===== src/rtl/decode_stage.sv =====
// decode_stage: single-entry registered decode stage with a load-use interlock and flush.
module decode_stage #(
    parameter int XLEN   = 16,
    parameter int SEXT   = 1,
    parameter int HAZARD = 1
) (
    input  logic            clk,
    input  logic            rst,
    input  logic            in_valid,
    output logic            in_ready,
    input  logic [15:0]     inst,
    input  logic            flush,
    output logic            out_valid,
    input  logic            out_ready,
    output logic [2:0]      alu_op,
    output logic [2:0]      ra_add,
    output logic [2:0]      rb_add,
    output logic [2:0]      wr_add,
    output logic            w_en,
    output logic            bra_c,
    output logic            jump,
    output logic            mem_en,
    output logic            load_store,
    output logic            illegal,
    output logic [XLEN-1:0] imm
);
    localparam logic [3:0] OP_ADD = 4'h0;
    localparam logic [3:0] OP_NDU = 4'h2;
    localparam logic [3:0] OP_LW  = 4'h4;
    localparam logic [3:0] OP_SW  = 4'h5;
    localparam logic [3:0] OP_JAL = 4'h8;
    localparam logic [3:0] OP_BEQ = 4'hC;

    typedef struct packed {
        logic [2:0]      alu_op;
        logic [2:0]      ra;
        logic [2:0]      rb;
        logic [2:0]      wr;
        logic            w_en;
        logic            bra_c;
        logic            jump;
        logic            mem_en;
        logic            load_store;
        logic            illegal;
        logic [XLEN-1:0] imm;
    } bundle_t;

    bundle_t         q, d;
    logic [3:0]      op;
    logic [2:0]      fa, fb, fc;
    logic [XLEN-1:0] imm6_x, imm9_x;
    logic            reads_a, reads_b, hazard;

    assign op     = inst[15:12];
    assign fa     = inst[11:9];
    assign fb     = inst[8:6];
    assign fc     = inst[5:3];
    assign imm6_x = {{(XLEN-6){SEXT != 0 && inst[5]}}, inst[5:0]};
    assign imm9_x = {{(XLEN-9){SEXT != 0 && inst[8]}}, inst[8:0]};

    // LW only reads its base register B; JAL and illegal opcodes read nothing
    assign reads_b  = op inside {OP_ADD, OP_NDU, OP_SW, OP_BEQ, OP_LW};
    assign reads_a  = reads_b && op != OP_LW;
    assign hazard   = HAZARD != 0 && out_valid && q.mem_en && q.load_store &&
                      ((reads_a && fa == q.wr) || (reads_b && fb == q.wr));
    assign in_ready = !rst && (!out_valid || out_ready) && !hazard && !flush;

    always_comb begin
        d = '0;
        case (op)
            OP_ADD, OP_NDU: begin
                d.alu_op = op == OP_NDU ? 3'b001 : 3'b000;
                d.ra     = fa;
                d.rb     = fb;
                d.wr     = fc;
                d.w_en   = 1'b1;
            end
            OP_LW: begin
                d.alu_op     = 3'b111;
                d.rb         = fb;
                d.wr         = fa;
                d.w_en       = 1'b1;
                d.mem_en     = 1'b1;
                d.load_store = 1'b1;
                d.imm        = imm6_x;
            end
            OP_SW: begin
                d.alu_op = 3'b111;
                d.ra     = fa;
                d.rb     = fb;
                d.mem_en = 1'b1;
                d.imm    = imm6_x;
            end
            OP_BEQ: begin
                d.alu_op = 3'b010;
                d.ra     = fa;
                d.rb     = fb;
                d.bra_c  = 1'b1;
                d.imm    = imm6_x;
            end
            OP_JAL: begin
                d.wr   = fa;
                d.w_en = 1'b1;
                d.jump = 1'b1;
                d.imm  = imm9_x;
            end
            default: d.illegal = 1'b1;
        endcase
    end

    always_ff @(posedge clk) begin
        if (rst) begin
            out_valid <= 1'b0;
            q         <= '0;
        end else if (flush) begin
            out_valid <= 1'b0;
        end else if (in_valid && in_ready) begin
            out_valid <= 1'b1;
            q         <= d;
        end else if (out_ready) begin
            out_valid <= 1'b0;
        end
    end

    assign alu_op     = q.alu_op;
    assign ra_add     = q.ra;
    assign rb_add     = q.rb;
    assign wr_add     = q.wr;
    assign w_en       = q.w_en;
    assign bra_c      = q.bra_c;
    assign jump       = q.jump;
    assign mem_en     = q.mem_en;
    assign load_store = q.load_store;
    assign illegal    = q.illegal;
    assign imm        = q.imm;
endmodule

===== config.mk =====
export PLATFORM = sky130hd
export DESIGN_NAME = decode_stage
export DESIGN_NICKNAME = d
export VERILOG_FILES = /design/src/rtl/decode_stage.sv
export SDC_FILE = /design/constraint.sdc
export NUM_CORES = 1
export LEC_CHECK = 0
export BUFFER_PORTS_ARGS = -buffer_cell sky130_fd_sc_hd__buf_2
export CAP_MARGIN = 20
export CORE_MARGIN = 4
export CORE_UTILIZATION = 44
export CTS_CLUSTER_DIAMETER = 100
export DETAILED_ROUTE_END_ITERATION = 12
export GPL_ROUTABILITY_DRIVEN = 1
export PLACE_DENSITY = 0.83
export SLEW_MARGIN = 10
export SYNTH_ARGS = -nofsm -noshare
export SYNTH_HDL_FRONTEND = slang
export SYNTH_SLANG_ARGS = --single-unit

===== constraint.sdc =====
create_clock -name clk -period 1.7 [get_ports clk]
set_input_delay 0.34 -clock clk [delete_from_list [all_inputs] [get_ports clk]]
set_output_delay 0.34 -clock clk [all_outputs]
set_load 0.1 [all_outputs]

# Yosys cells after proc, flatten, opt, wreduce, memory -nomap -nowiden
# Index checks and enable logic that the tools add are counted.
# totals
wordCells	62
out_inout_bits	36
input_bits	21
ff_bits	35
# op_classes
bitwise	1
reduce_logical	28
eq_ne	8
n_mux	13
# ops
cell	count
$pmux 16 s2	1
$logic_and 1x1->1	10
$pmux 3 s3	1
$eq 4x3->1 const B	2
$eq 4x4->1 const B	2
$mux 1	8
$pmux 4 s2	1
$reduce_or 2->1	4
$eq 3x3->1	2
$mux 3	2
$reduce_or 6->1	1
$reduce_bool 5->1	1
$reduce_or 5->1	1
$eq 4x2->1 const B	1
$logic_not 1->1	4
$logic_not 4->1	1
$ne 4x3->1 const B	1
$reduce_or 4->1	1
$reduce_or 3->1	1
$logic_or 1x1->1	2
$reduce_and 2->1	1
$reduce_bool 2->1	1
$not 1->1	1

# Depth between registers and ports, before layout
# depth
word_depth	11
mapped_depth	8
depth_no_buf	5

# Worst setup path before layout
# No wires, ideal clock.
# synth_timing
path_type	register to output
startpoint	register q (netlist bit wr_add[1])
endpoint	output in_ready
path_slack_ns	-1.181
stages_incl_launch_ff	6
arrival_ns	2.541
required_time_ns	1.360
n_path_buf	1
path_cell_list	dfxtp_1 xor2_1 nor3_1 o211ai_1 clkbuf_1 and2_1
# synth_between
elab_chain_len	7
elab_cells_between_ends	9
classes_between	eq/ne (2); reduce/logical (7)
# synth_lines
element	line_no	rtl
from (decl)	48	bundle_t q, d;
from (signal assigned)	114	q <= '0;
from (signal assigned)	119	q <= d;
$eq 3x3->1	65	((reads_a && fa == q.wr) || (reads_b && fb == q.wr));
$logic_and 1x1->1	65	
$logic_or 1x1->1 (*)	65	
$logic_and 1x1->1 (*)	64	assign hazard = HAZARD != 0 && out_valid && q.mem_en && q.load_store &&
$logic_not 1->1 (*)	66	assign in_ready = !rst && (!out_valid || out_ready) && !hazard && !flush;
$logic_and 1x1->1 (*) (2 in a row)	66	
to (decl)	10	output logic in_ready,
# Mark *: on every way between the ends. The rest lies on a longest branch, timed or not.

# Worst setup path after layout
# Ends and elaborated chain as after synthesis.

==> qor.log <==
[outcome] status finished, violations left
[outcome] violated checks setup timing
[drt] wire length reported by the detailed router 4750 microns
[timing] setup repair after global routing missed its margin true
[drt] number of vias per cell 5.36
[clock_network] total CTS buffers 3
[logic_synthesis] synthesis warning total 0
[timing] worst rel slew slack 66.9%
[worst_hold_path] Tightest Hold Check Type in2reg
[drt] DRC violations left 0
[worst_setup_path] arrival time reported for the critical path endpoint 1.75 ns
[finish] layout net count 290
[drt] first-pass detailed-route iteration total 4
[placement] final HPWL from detailed placement 3140 microns
[pwr] overall power consumption 0.00131 W
[finish] number of fill cells 284
[placement] instance area after placement 2000 sq um
[clock_network] CTS tree yes
[drt] number of routed nets with antenna violations 0
[clock_network] count of H-tree levels built during CTS 1
[timing] number of failing hold endpoints at the final stage 0
[timing] final worst path period share 123%
[worst_setup_path] nature of the critical path startpoint flip-flop
[pwr] Peak VDD IR 0.282 mV
[floorplan] Std-Cell Rows 21
[pwr] LEAKAGE 0.988 nW
[global_route] via count of the first global-routing pass 1,618
[logic_synthesis] synthesized cell area 1520 sq um
[placement] number of port buffers 56
[floorplan] die outline area 4460 sq um
[worst_setup_path] critical path class reg2out
[placement] worst slack at placement -0.153 ns
[clock_network] clock slew at reported path FFs 0.15 ns
[finish] Ant. Diodes 0
[floorplan] starting density of the core 45.6%
[worst_setup_path] endpoint required time on the critical path 1.36 ns
[logic_synthesis] number of synthesized register bits 28
[global_route] number of antenna violations at the first check in global routing 0
[pwr] reported net switching power 0.000437 W
[pwr] sequential fraction of design power 51.1%
[pwr] Internal Pwr Total 0.000871 W
[floorplan] core area 3340 sq um
[drt] Iter 0 DRT Violations 176
[worst_setup_path] type of element capturing the critical path output port
[timing] Slew @ Worst Pin 0.500 ns
[finish] relative area change from synthesis to final layout 48.0%
[timing] worst-case setup margin in the final layout -0.389 ns
[timing] Setup Viol. Count Final 8
[global_route] wire length of the first global-routing pass 7350 microns
[timing] total negative slack for setup checks -0.723 ns
[global_route] total grt overflow 0
[global_route] All-Layer GR Usage 21.1%
[drt] Via Count 1,682
[logic_synthesis] synth unique cells 37
[drt] detail-routed net length per standard cell 15.1 microns
[floorplan] Die Span Y 66.8 microns
[pwr] portion of total power attributed to the clock network 22.1%
[worst_setup_path] maximum fanout count along the critical path 3
[flow_run] count of maximum capacitance violations 0
[placement] Final GP Congestion 0.903
[floorplan] die width 66.8 microns
[clock_network] library cell used as clock root buffer sky130_fd_sc_hd__clkbuf_4
[timing] achievable clock frequency 479 MHz
[pwr] combinational power share 26.8%
[pwr] switching share of power 33.4%
[logic_synthesis] Post-Synthesis Mean Instance Area 7.80 sq um
[clock_network] number of hold buffers added after CTS 0
[clock_network] number of buffers on the longest clock path 2
[logic_synthesis] post-synthesis cell count 195
[timing] worst slack on hold paths 0.183 ns
[logic_synthesis] post-synth net total 216
[timing] min Tclk post-route 2.09 ns
[global_route] maximum number of pins on one net before global-route repair 32
[timing] post-route clock skew 0.0103 ns
[floorplan] number of primary I/O pins 57
[timing] number of pins with negative max-slew slack in the final report 0
[pwr] power per cell area 581 nW/um^2
[clock_network] source-to-sink clock delay at the later pin of the worst-skew pair 0.33 ns
[finish] fraction of final layout cells sized beyond drive strength 1 47.0%
[logic_synthesis] register area share after synthesis 36.9%
[clock_network] sink count of the clock tree 28
[finish] post-route cell area 2250 sq um
## cells in the final DEF, fill, tap and decap left out, types with 4 or more instances in the layout
| cell type | instances |
|---|---|
| sky130_fd_sc_hd__a21oi_1 | 12 |
| sky130_fd_sc_hd__a21oi_2 | 4 |
| sky130_fd_sc_hd__buf_2 | 55 |
| sky130_fd_sc_hd__buf_4 | 28 |
| sky130_fd_sc_hd__buf_6 | 4 |
| sky130_fd_sc_hd__dfxtp_1 | 21 |
| sky130_fd_sc_hd__dfxtp_4 | 4 |
| sky130_fd_sc_hd__nand2_1 | 17 |
| sky130_fd_sc_hd__nand4_1 | 6 |
| sky130_fd_sc_hd__nor2_1 | 4 |
| sky130_fd_sc_hd__nor2b_1 | 16 |
| sky130_fd_sc_hd__o21ai_0 | 7 |
| sky130_fd_sc_hd__o21ai_1 | 27 |
| sky130_fd_sc_hd__o21ai_2 | 7 |
| sky130_fd_sc_hd__xor2_1 | 5 |
## stage by stage
step / utilization (%) / instances
finish: 67.4 / 314
global route: 67.4 / 314
CTS: 64.3 / 311
detailed placement: 60.0 / 304
global placement: 60.0 / 304
floorplan: - / 195
## state kept, by name (all words and copies together) (netlist names)
| register | count |
|---|---|
| mem_en | 1 |
| w_en | 1 |
| alu_op | 3 |
| illegal | 1 |
| jump | 1 |
| imm | 9 |
| out_valid | 1 |
| rb_add | 3 |
| bra_c | 1 |
| load_store | 1 |
| ra_add | 3 |
| wr_add | 3 |
## final cells by class
cell class	count	area [sq um]	area share (%)
Multi-Input combinational cell	143	966	42.9
Sequential cell	28	579	25.8
Inverter	2	7.51	0.334
Clock buffer	4	26.3	1.17
Timing Repair Buffer	91	613	27.3
Tap cell	46	57.6	2.56
## path summary, 6_finish.rpt
| check | from | slack (ns) | to | cells after the start |
|---|---|---|---|---|
| max | wr_add[1] | -0.39 | in_ready | 5 |
| min | flush | 0.18 | out_valid | 2 |
| max reg2reg | wr_add[1] | -0.09 | bra_c | 6 |
| min reg2reg | imm[7] | 0.48 | imm[7] | 2 |
## synthesized netlist by cell type (all sizes together)
| library cell | count | area [sq um] |
|---|---|---|
| nand2b | 3 | 18.8 |
| o2111ai | 1 | 8.76 |
| or3 | 1 | 6.26 |
| o211a | 1 | 10.0 |
| clkbuf | 8 | 30.0 |
| a21oi | 16 | 80.1 |
| o211ai | 1 | 7.51 |
| nor2b | 17 | 109 |
| nand2 | 19 | 73.8 |
| a31oi | 1 | 6.26 |
| a32o | 3 | 30.0 |
| a211oi | 2 | 15.0 |
| nor3 | 3 | 15.0 |
| a2111oi | 1 | 10.0 |
| and2 | 2 | 12.5 |
| dfxtp | 28 | 561 |
| or4 | 2 | 18.8 |
| nor2 | 4 | 15.0 |
| o31ai | 1 | 7.51 |
| buf | 14 | 96.3 |
| o22ai | 2 | 12.5 |
| a21boi | 2 | 15.0 |
| a21o | 1 | 7.51 |
| nor4bb | 1 | 10.0 |
| nand4 | 6 | 37.5 |
| nor3b | 1 | 7.51 |
| xor2 | 8 | 70.1 |
| and3 | 1 | 6.26 |
| nand3 | 2 | 10.0 |
| inv | 2 | 7.51 |
| o21ai | 41 | 205 |
## power by group through the flow
stage	Clock (W)	Combinational, W	Sequential, W
2_1_floorplan	0	0.000129	0.000758
3_3_place_gp	0	0.000311	0.000681
3_5_place_dp	0	0.000314	0.000682
4_1_cts	0.000294	0.000327	0.000668
5_1_grt	0.000314	0.000371	0.000670
6_report	0.000289	0.000350	0.000669
## kinds of logic (layout without fill, tap and decap cells)
kind of cell / Yosys count / count (layout) / synth area share [%]
AND/OR/NAND/NOR: 62 / 62 / 22.4
flip-flops: 28 / 28 / 36.9
XOR/XNOR: 8 / 8 / 4.61
AO/OA/AOI/OAI: 73 / 73 / 27.3
buffers and inverters: 24 / 97 / 8.81
## layer usage
metal | routed length [microns] | share of wire, % | GRT usage (%)
met3 | 291 | 6.1 | 3.04
met1 | 2010 | 42 | 26.2
met4 | 61 | 1.3 | 5.58
met5 | 0 | 0 | 0
met2 | 2380 | 50 | 37.7
## repair_timing
action,4_1_cts,5_1_grt
pin swaps,10,12
endpoints found under the setup margin,8,29
resized for setup,15,29
setup buffers,1,5
gates cloned,2,1
## critical path, cell delays in order, from the launching register on
cell and delay, ns:
sky130_fd_sc_hd__dfxtp_4 0.40, sky130_fd_sc_hd__xor2_4 0.16, sky130_fd_sc_hd__a2111oi_4 0.33, sky130_fd_sc_hd__o211ai_1 0.17, sky130_fd_sc_hd__and2_4 0.20, sky130_fd_sc_hd__buf_12 0.16
Note: power is estimated with default switching activity, not from simulation.
